--- src/rtl/audio_pkg.sv ---
// rtl/audio_pkg.sv - shared sample types and conversion helpers for the audio PWM path
package audio_pkg;

    localparam int SAMPLE_W      = 16;
    localparam int PWM_BITS_DFLT = 8;

    typedef logic signed [SAMPLE_W-1:0] sample_t;

    // Signed to offset-binary: flipping the MSB maps the most negative sample to zero.
    function automatic logic [SAMPLE_W-1:0] to_offset(input sample_t s);
        return {~s[SAMPLE_W-1], s[SAMPLE_W-2:0]};
    endfunction

    function automatic int midscale(input int bits);
        return 1 << (bits - 1);
    endfunction

    localparam int MIDSCALE = midscale(PWM_BITS_DFLT);

endpackage

--- src/rtl/audio_pwm_out_pwm_core.sv ---
// rtl/audio_pwm_out_pwm_core.sv - free-running PWM counter, wrap detect and registered compare output
module pwm_core #(
    parameter int PWM_BITS = 8
) (
    input  logic                clk,
    input  logic                rst_n,
    input  logic                en_i,
    input  logic [PWM_BITS-1:0] duty_i,
    output logic                wrap_o,
    output logic                pwm_o,
    output logic                period_start_o
);

    logic [PWM_BITS-1:0] cnt_q, cnt_d;
    logic                pwm_q, pwm_d;
    logic                ps_q,  ps_d;

    assign wrap_o = en_i & (cnt_q == '1);

    always_comb begin
        cnt_d = '0;
        if (en_i) begin
            cnt_d = cnt_q + PWM_BITS'(1);
        end
        pwm_d = en_i & (cnt_q < duty_i);
        // Registered from the wrap so it is high exactly while cnt reads zero.
        ps_d  = wrap_o;
    end

    always_ff @(posedge clk or negedge rst_n) begin
        if (!rst_n) begin
            cnt_q <= '0;
            pwm_q <= 1'b0;
            ps_q  <= 1'b0;
        end else begin
            cnt_q <= cnt_d;
            pwm_q <= pwm_d;
            ps_q  <= ps_d;
        end
    end

    assign pwm_o          = pwm_q;
    assign period_start_o = ps_q;

endmodule

--- src/rtl/audio_pwm_out.sv ---
// rtl/audio_pwm_out.sv - sample holding buffer, duty update on period wrap, underrun tracking
module audio_pwm_out #(
    parameter int SAMPLE_W = 16,
    parameter int PWM_BITS = 8,
    parameter int UCNT_W   = 8
) (
    input  logic                clk,
    input  logic                rst_n,
    input  logic                en,
    input  logic [SAMPLE_W-1:0] sample_in,
    input  logic                sample_valid,
    output logic                sample_ready,
    output logic                pwm_out,
    output logic                period_start,
    output logic                underrun,
    output logic [UCNT_W-1:0]   underrun_cnt
);

    import audio_pkg::*;

    localparam logic [PWM_BITS-1:0] MID = PWM_BITS'(midscale(PWM_BITS));

    logic [PWM_BITS-1:0] buf_q,  buf_d;
    logic [PWM_BITS-1:0] duty_q, duty_d;
    logic                buf_full_q, buf_full_d;
    logic                underrun_q, underrun_d;
    logic [UCNT_W-1:0]   ucnt_q, ucnt_d;

    logic                wrap;
    logic                accept;
    logic [SAMPLE_W-1:0] offset;
    logic [PWM_BITS-1:0] duty_in;
    logic                unused_lsbs;

    assign offset      = {~sample_in[SAMPLE_W-1], sample_in[SAMPLE_W-2:0]};
    assign duty_in     = offset[SAMPLE_W-1 -: PWM_BITS];
    assign unused_lsbs = ^offset[SAMPLE_W-PWM_BITS-1:0];

    // Held low through reset so nothing is handed over while state is being cleared.
    assign sample_ready = rst_n & en & ~buf_full_q;
    assign accept       = sample_valid & sample_ready;

    always_comb begin
        buf_d      = buf_q;
        duty_d     = duty_q;
        buf_full_d = buf_full_q;
        underrun_d = 1'b0;
        ucnt_d     = ucnt_q;
        if (!en) begin
            duty_d     = MID;
            buf_full_d = 1'b0;
        end else begin
            if (wrap) begin
                if (buf_full_q) begin
                    duty_d     = buf_q;
                    buf_full_d = 1'b0;
                end else begin
                    underrun_d = 1'b1;
                    if (ucnt_q != '1) begin
                        ucnt_d = ucnt_q + UCNT_W'(1);
                    end
                end
            end
            // Ready is low whenever the buffer is full, so this never collides with a load.
            if (accept) begin
                buf_d      = duty_in;
                buf_full_d = 1'b1;
            end
        end
    end

    always_ff @(posedge clk or negedge rst_n) begin
        if (!rst_n) begin
            buf_q      <= '0;
            duty_q     <= MID;
            buf_full_q <= 1'b0;
            underrun_q <= 1'b0;
            ucnt_q     <= '0;
        end else begin
            buf_q      <= buf_d;
            duty_q     <= duty_d;
            buf_full_q <= buf_full_d;
            underrun_q <= underrun_d;
            ucnt_q     <= ucnt_d;
        end
    end

    pwm_core #(
        .PWM_BITS (PWM_BITS)
    ) u_pwm_core (
        .clk            (clk),
        .rst_n          (rst_n),
        .en_i           (en),
        .duty_i         (duty_q),
        .wrap_o         (wrap),
        .pwm_o          (pwm_out),
        .period_start_o (period_start)
    );

    assign underrun     = underrun_q;
    assign underrun_cnt = ucnt_q;

endmodule
--- config.mk ---
export PLATFORM = sky130hd
export DESIGN_NAME = audio_pwm_out
export DESIGN_NICKNAME = d
export VERILOG_FILES = /design/src/rtl/audio_pkg.sv /design/src/rtl/audio_pwm_out_pwm_core.sv /design/src/rtl/audio_pwm_out.sv
export SDC_FILE = /design/constraint.sdc
export NUM_CORES = 1
export LEC_CHECK = 0
export BUFFER_PORTS_ARGS = -buffer_cell sky130_fd_sc_hd__buf_2
export CAP_MARGIN = 20
export CORE_UTILIZATION = 54
export DETAILED_ROUTE_END_ITERATION = 8
export PLACE_DENSITY_LB_ADDON = 0.08
export SKIP_LAST_GASP = 1
export SLEW_MARGIN = 10
export SYNTH_ARGS = -nofsm -noshare
export SYNTH_HDL_FRONTEND = slang
export SYNTH_SLANG_ARGS = --single-unit
export TNS_END_PERCENT = 50
--- constraint.sdc ---
create_clock -name clk -period 2.4 [get_ports clk]
set_clock_uncertainty 0.05 [all_clocks]
set_input_delay 0.12 -clock clk [delete_from_list [all_inputs] [get_ports clk]]
set_output_delay 0.12 -clock clk [all_outputs]
set_load 0.005 [all_outputs]
==> results of run 1 <==
final timing paths:
path | end | slack, ns
min | buf_full_q | 0.06
max | underrun_cnt[6] | 0.49
max reg2reg | underrun_cnt[6] | 0.49
max in group asynchronous | duty_q[7] | 1.65
min in group asynchronous | u_pwm_core.pwm_o | 0.30
min reg2reg | duty_q[7] | 0.43
cells in the final DEF, fill, tap and decap left out, types with 3 or more instances in the layout:
cell / n
clkbuf_4: 5
buf_2: 23
nand2_1: 6
mux2_2: 7
inv_1: 9
xnor2_1: 10
a22o_1: 7
dfrtp_1: 35
nand3_1: 6
dlygate4sd3_1: 9
and2_1: 10
ha_1: 9
nand4_1: 6
nand2b_1: 3
metal layers:
metal  wire length [um]  vias to the layer above
met2               1470                       22
li1                   -                      557
met5                  0                        -
met1               1410                      578
met4                 43                        0
met3                129                        6
what timing repair did:
action,4_1_cts,5_1_grt
hold endpoints to repair,43,0
hold buffers,9,0
setup endpoints to repair,0,0
power by group through the flow:
stage | sequential [mW] | combinational [mW] | clock, mW
CTS | 0.668 | 0.0951 | 0.486
detailed placement | 0.681 | 0.0829 | 0
floorplan | 0.672 | 0.0482 | 0
global route | 0.673 | 0.106 | 0.503
finish | 0.668 | 0.0931 | 0.476
global placement | 0.677 | 0.0766 | 0
critical path, stage by stage, from the launching register on:
cell	delay [ns]
dfrtp_1	0.45
ha_1	0.28
nand4_1	0.18
nor3_4	0.35
nand4_1	0.17
mux2_1	0.33
layout make-up:
cell class              count  area, um2  share of cell area [%]
repair buffers             33        213                    10.7
well taps                  31       38.8                    1.94
flip-flops and latches     36        902                    45.2
multi-input cells          89        713                    35.7
clock buffers               7       65.1                    3.26
inverters                   9       33.8                    1.69
clock inverters             1       30.0                    1.50
stage by stage:
stage	setup WS (ns)	hold WS, ns	cell area [um2]	util (%)	instances
after floorplan	0.737	-0.226	1660	-	136
after global placement	0.563	0.165	1810	64.0	189
after detailed placement	0.550	0.174	1810	64.0	189
after CTS	0.505	0.0512	2000	70.5	206
after global routing	0.363	0.0701	2000	70.5	206
final	0.488	0.0629	2000	70.5	206
logic make-up (layout without fill, tap and decap cells):
group,after synthesis,count (layout),share of synthesized area [%]
AOI/OAI and AO/OA,18,18,8.53
xor gates and xnor gates,11,11,5.81
adders and majority gates,9,9,6.79
buffers and inverters,11,50,2.57
DFF,36,36,54.4
muxes,9,9,6.34
and+or+nand+nor,42,42,15.5
state kept, by name, summed over array words and instances (netlist names):
name / cells
buf_full_q: 1
buf_q: 8
duty_q: 8
u_pwm_core.cnt_q: 8
u_pwm_core.period_start_o: 1
u_pwm_core.pwm_o: 1
underrun: 1
underrun_cnt: 8
==> reports/qor.yml, run 1 <==
hold_depth: 3
synth_top_area_share_pct: 52.8
die_x_um: 57.4
clock_sinks: 36
ys_top_cells_by_count: "dfrtp_1, and2_1, xnor2_1"
use_met3_pct: 6.80
hold_viol_final: 0
p_sw_mw: 0.267
cts_made_buffers: 5
use_met1_pct: 28.5
fmax_mhz: 523
fp-row-count: 19
drtIter0Drc: 29
die_area_um2: 3300
intPower_mw: 0.971
clk_pin_slew_worst_paths_ns: 0.12
first_global_vias: 1094
swShare_pct: 21.6
port_buffers: 23
yosysUniqueCellTypes: 34
cp-start-kind: "register"
drv_cap: 0
status: "complete, no violations"
gp_congestion: 0.786
globalRoute.busiestLayer: "met2"
grt_pass1_wl_um: 5080
async_reset_ff_share_pct: 100
cts_tree: "yes"
core_area_um2: 2830
synth_seq_area_share_pct: 54.4
antenna_cells: 0
wl_um: 3060
cts.path.max_buffers: 2
synthesis.instances: 136
worstHoldPathType: "input port to register"
power_frac_comb_pct: 7.5
syn_nets: 165
clock_latency_ns: 0.35
yosys_warnings: 0
globalRouteMet2Util_pct: 32.9
crit_fanout: 9
critPathRequiredTime_ns: 2.58
hp-start: "en"
worst_r2r_startpoint: "u_pwm_core.cnt_q[1]"
p_seq_share_pct: 54.0
dieHeight_um: 57.4
netlist_area_um2: 1660
antenna_found_initial: 0
period_share_pct: 79.7
cp.arrival_ns: 2.09
drive_above_1_share_pct: 24.6
crit_path_end_kind: "register"
cts_resized: 0
r2r_cells: 5
finalPower_mw: 1.24
ios: 32
synth_flop_cell: "dfrtp_1"
yosys.cell_count.top_type: "dfrtp_1"
remaining_drc_errors: 0
power_leakage_nw: 0.983
clockRootBuffer: "clkbuf_4"
viasPerCell: 5.65
finalCriticalPeriod_ns: 1.91
dr.pass1.iters: 4
power.density_nw_per_um2: 620
max_slew_margin_pct: 56.6
drv_slew: 0
ys_seq_elements: 36
peakVddDrop_mv: 0.441
pwr-share-clk_pct: 38.5
startpoint: "u_pwm_core.cnt_q[1]"
cts_setup_buffers: 0
finalSetupTns_ns: 0
crit_type: "register to register"
hpwl_um: 2080
final-setup-viol-count: 0
rsz0062_at_grt: "false"
worstMarginPinSlew_ns: 0.650
vias: 1163
start_util_pct: 58.6
synth_area_leaders: "dfrtp_1, ha_1, xnor2_1, mux2_2, and2_1"
h-tree-depth: 2
synth_edf_count: 0
layout.nets: 203
nFillCells: 212
final_antenna_net_count: 0
syn2layout_area_growth_pct: 20.4
wl_per_cell_um: 14.8
avgSynthCellArea_um2: 12.2
yosysTopAreaCell: "dfrtp_1"
grt_start_max_net_pins: 37
track_usage_pct: 21.2
grt_overflow: 0
(Power assumes the default switching activity.)
==> run 2: changes to the inputs <==
==> constraint.sdc (replaced) <==
create_clock -name clk -period 1.9 [get_ports clk]
set_clock_uncertainty 0.05 [all_clocks]
set_input_delay 0.095 -clock clk [delete_from_list [all_inputs] [get_ports clk]]
set_output_delay 0.095 -clock clk [all_outputs]
set_load 0.005 [all_outputs]
==> run 2 against run 1 <==
Clock power up 27%. First-iteration DRC count up 17%. Sequential cell count unchanged. Global-route usage up 1.2 points. Largest power group unchanged. Sequential power up 26%. Non-clock buffer count up 6. Count of clock-buffer cells in the layout unchanged. Final cell count up 2.9%.
==> reports/qor.yml, run 2 (synthesis results as in run 1) <==
fp-row-count: 19
die_x_um: 57.4
wl_um: 3150
remaining_drc_errors: 0
hold_depth: 2
crit_path_end_kind: "register"
max_slew_margin_pct: 70.7
viasPerCell: 5.59
antenna_found_initial: 0
post-place-cells: 192
clk_pin_slew_worst_paths_ns: 0.11
finalSetupTns_ns: 0
first_global_vias: 1152
syn2layout_area_growth_pct: 23.2
drv_cap: 0
layout.nets: 209
final_antenna_net_count: 0
clockRootBuffer: "clkbuf_4"
period_share_pct: 93.2
grt_overflow: 0
hold_viol_final: 0
cts.path.max_buffers: 2
clock_latency_ns: 0.34
worstMarginPinSlew_ns: 0.440
final_cell_mix: "dfrtp_1, buf_2, xnor2_1, and2_1"
gp_congestion: 0.802
dieHeight_um: 57.4
crit_fanout: 7
grt_start_max_net_pins: 37
h-tree-depth: 2
drtIter0Drc: 34
crit_type: "register to register"
start_util_pct: 58.6
drv_slew: 0
fmax_mhz: 565
cp-start-kind: "register"
r2r_cells: 5
track_usage_pct: 22.3
rsz0062_at_grt: "false"
grt_pass1_wl_um: 5380
critPathRequiredTime_ns: 2.09
worstHoldPathType: "input port to register"
cts_made_buffers: 5
ios: 32
wl_per_cell_um: 14.9
power.density_nw_per_um2: 767
finalCriticalPeriod_ns: 1.77
die_area_um2: 3300
cp.arrival_ns: 1.96
drive_above_1_share_pct: 27.6
cts_tree: "yes"
port_buffers: 23
clock_sinks: 36
hpwl_um: 2080
core_area_um2: 2830
final_cell_count_no_fill: 212
status: "complete, no violations"
final-setup-viol-count: 0
dr.pass1.iters: 4
vias: 1186
final_common_cell: "dfrtp_1"
power_leakage_nw: 1.01
peakVddDrop_mv: 0.532
antenna_cells: 0
## run 2: layout make-up
type	count	area (um2)
repair buffers	39	258
inverters	9	33.8
clock buffers	7	65.1
flip-flops and latches	36	903
fillers	193	787
well taps	31	38.8
clock inverters	1	30.0
multi-input cells	89	713
## run 2: worst paths after layout
check	startpoint	endpoint	slack, ns
setup / recovery	u_pwm_core.cnt_q[1]	underrun_cnt[6]	0.13
hold / removal	en	u_pwm_core.cnt_q[0]	0.04
setup reg to reg	u_pwm_core.cnt_q[1]	underrun_cnt[6]	0.13
hold reg to reg	buf_q[5]	duty_q[5]	0.45
max in group asynchronous	rst_n	duty_q[7]	1.17
min in group asynchronous	rst_n	u_pwm_core.cnt_q[5]	0.30
## run 2: layer usage
layer | global-route usage (%) | vias to the layer above | routed length (um)
met4 | 10.8 | 0 | 74
li1 | - | 575 | -
met2 | 32.2 | 21 | 1510
met3 | 7.26 | 9 | 106
met5 | 0 | - | 0
met1 | 30.5 | 581 | 1460
## run 2: per-stage QoR
step / area [um2] / total power [mW] / hold slack, ns / util, % / worst slack, ns
2_1_floorplan: 1660 / 0.910 / -0.251 / - / 0.237
5_1_grt: 2040 / 1.63 / 0.0313 / 72.2 / 0.0103
3_3_place_gp: 1830 / 0.955 / 0.140 / 64.8 / 0.162
4_1_cts: 2020 / 1.58 / 0.0310 / 71.3 / 0.101
3_5_place_dp: 1830 / 0.965 / 0.146 / 64.8 / 0.122
6_report: 2040 / 1.57 / 0.0398 / 72.2 / 0.129
## run 2: critical path: stages, from the launching register on
cell and delay (ns):
dfrtp_1 0.44, ha_1 0.19, nand4_1 0.15, nor3_4 0.35
nand4_1 0.15, mux2_1 0.34
## run 2: repair_timing
| item | in CTS | in global routing |
|---|---|---|
| setup buffers | 0 | 3 |
| setup endpoints to repair | 0 | 2 |
| hold buffers | 9 | 0 |
| gates resized for setup | 0 | 1 |
| hold endpoints to repair | 43 | 0 |
## run 2: power by group
group	internal (mW)	switching (mW)	total [mW]
clock network	0.349	0.254	0.603
registers	0.812	0.0322	0.844
logic	0.0667	0.0524	0.119
==> run 3: changes to the inputs <==
--- a/config.mk
+++ b/config.mk
@@ -7,8 +7,9 @@
 export LEC_CHECK = 0
 export BUFFER_PORTS_ARGS = -buffer_cell sky130_fd_sc_hd__buf_2
 export CAP_MARGIN = 20
-export CORE_UTILIZATION = 54
+export CORE_UTILIZATION = 58
 export DETAILED_ROUTE_END_ITERATION = 8
+export GPL_ROUTABILITY_DRIVEN = 0
 export PLACE_DENSITY_LB_ADDON = 0.08
 export SKIP_LAST_GASP = 1
 export SLEW_MARGIN = 10
==> constraint.sdc (replaced) <==
create_clock -name clk -period 2.1 [get_ports clk]
set_clock_uncertainty 0.05 [all_clocks]
set_input_delay 0.105 -clock clk [delete_from_list [all_inputs] [get_ports clk]]
set_output_delay 0.105 -clock clk [all_outputs]
set_load 0.005 [all_outputs]
==> run 3 against run 2 <==
First-iteration DRC count decreased by 47%. Sequential share of layout area grew 1.1 points. Largest cell class unchanged. Clock power is 21% lower. Non-clock buffer count shrank 5. Sequential cell count is the same. Via count shrank 2.8%. Register-to-register slack improved by 0.08 ns. Count of clock-buffer cells in the layout shrank 2. Setup slack better by 0.085 ns.
==> reports/qor.yml, run 3 (synthesis results as in run 1) <==
status: "complete, no violations"
final_common_cell: "dfrtp_1"
syn2layout_area_growth_pct: 19.9
cp_num_buf_inv: 0
cts.path.max_buffers: 2
clk_pin_slew_worst_paths_ns: 0.11
vias: 1153
worstHoldPathType: "input port to register"
nFillCells: 204
ios: 32
clock_latency_ns: 0.33
rsz0062_at_grt: "false"
port_buffers: 23
dieHeight_um: 55.5
cts_resized: 0
drv_cap: 0
antenna_found_initial: 0
antenna_cells: 0
fmax_mhz: 530
clockRootBuffer: "clkbuf_4"
hpwl_um: 1990
cp-start-kind: "register"
cts_setup_buffers: 0
layout.nets: 204
cts-hold-fix-buffers: 9
cts_made_buffers: 5
slowest_delay_ns: 0.44
critPathRequiredTime_ns: 2.27
die_x_um: 55.5
crit_type: "register to register"
cts_tree: "yes"
crit_fanout: 9
drive_above_1_share_pct: 25.0
cp.arrival_ns: 2.06
reg2reg_slack_ns: 0.21
wl_per_cell_um: 13.7
hold_viol_final: 0
wl_um: 2830
cp_cell_sequence: "ha_1, nand4_1, nor3_4, nand2_1, mux2_4"
first_global_vias: 1183
power_leakage_nw: 0.978
core_area_um2: 2730
finalCriticalPeriod_ns: 1.89
crit_family: "simple AND/OR/NAND/NOR gates"
clock_sinks: 36
dr.pass1.iters: 4
design_area_um2: 1990
viasPerCell: 5.57
critPathSlowestCell: "dfrtp_1"
crit_path_end_kind: "register"
track_usage_pct: 22.3
period_share_pct: 89.8
peakVddDrop_mv: 0.784
grt_pass1_wl_um: 5260
worstMarginPinSlew_ns: 0.428
power.density_nw_per_um2: 674
die_area_um2: 3080
post_dp_cell_area_um2: 1820
grt_start_max_net_pins: 37
h-tree-depth: 2
finalSetupTns_ns: 0
drv_slew: 0
start_util_pct: 60.6
drtIter0Drc: 18
final-setup-viol-count: 0
max_slew_margin_pct: 71.4
final_antenna_net_count: 0
fp-row-count: 19
remaining_drc_errors: 0
final_cell_mix: "dfrtp_1, buf_2, xnor2_1, and2_1"
grt_overflow: 0
-- run 3: worst reg2reg max path: cells and delay by family, from the launching register on --
kind | cells | cell delay [ns]
flops | 1 | 0.44
mux | 1 | 0.32
fa+ha+maj | 1 | 0.28
simple gates | 3 | 0.69
-- run 3: metal layers --
layer | global-route usage (%) | routed length, um | share of wire [%]
met1 | 29.5 | 1350 | 48
met2 | 35.5 | 1380 | 49
met3 | 6.32 | 85 | 3.0
met4 | 7.50 | 16 | 0.56
met5 | 0 | 0 | 0
-- run 3: power by group --
part / switching, mW / internal, mW / total, mW
clock: 0.227 / 0.248 / 0.475
sequential: 0.0265 / 0.734 / 0.761
combinational: 0.0441 / 0.0594 / 0.104
total: 0.297 / 1.04 / 1.34
-- run 3: final timing paths --
path                                    to                start  cells after the start
setup / recovery           underrun_cnt[1]  u_pwm_core.cnt_q[0]                      5
hold / removal                  buf_full_q                   en                      3
setup reg to reg           underrun_cnt[1]  u_pwm_core.cnt_q[0]                      5
hold reg to reg                  duty_q[3]             buf_q[3]                      1
max in group asynchronous        duty_q[7]                rst_n                      3
min in group asynchronous        duty_q[2]                rst_n                      3
-- run 3: cell type report --
class                   count  area [um2]  area share [%]
flip-flops and latches     36         902            45.4
multi-input cells          89         713            35.9
repair buffers             34         220            11.1
clock inverters             3        42.5            2.14
well taps                  31        38.8            1.95
clock buffers               5        37.5            1.89
inverters                   9        33.8            1.70
-- run 3: per-stage QoR --
step | cells | hold slack [ns] | util (%) | setup WS [ns] | total power [mW]
final | 207 | 0.0568 | 72.7 | 0.214 | 1.34
after global routing | 207 | 0.0303 | 72.7 | 0.0420 | 1.41
after CTS | 207 | 0.0318 | 72.7 | 0.213 | 1.36
after detailed placement | 190 | 0.142 | 66.5 | 0.220 | 0.869
after global placement | 190 | 0.132 | 66.5 | 0.279 | 0.862
after floorplan | 136 | -0.241 | - | 0.437 | 0.823
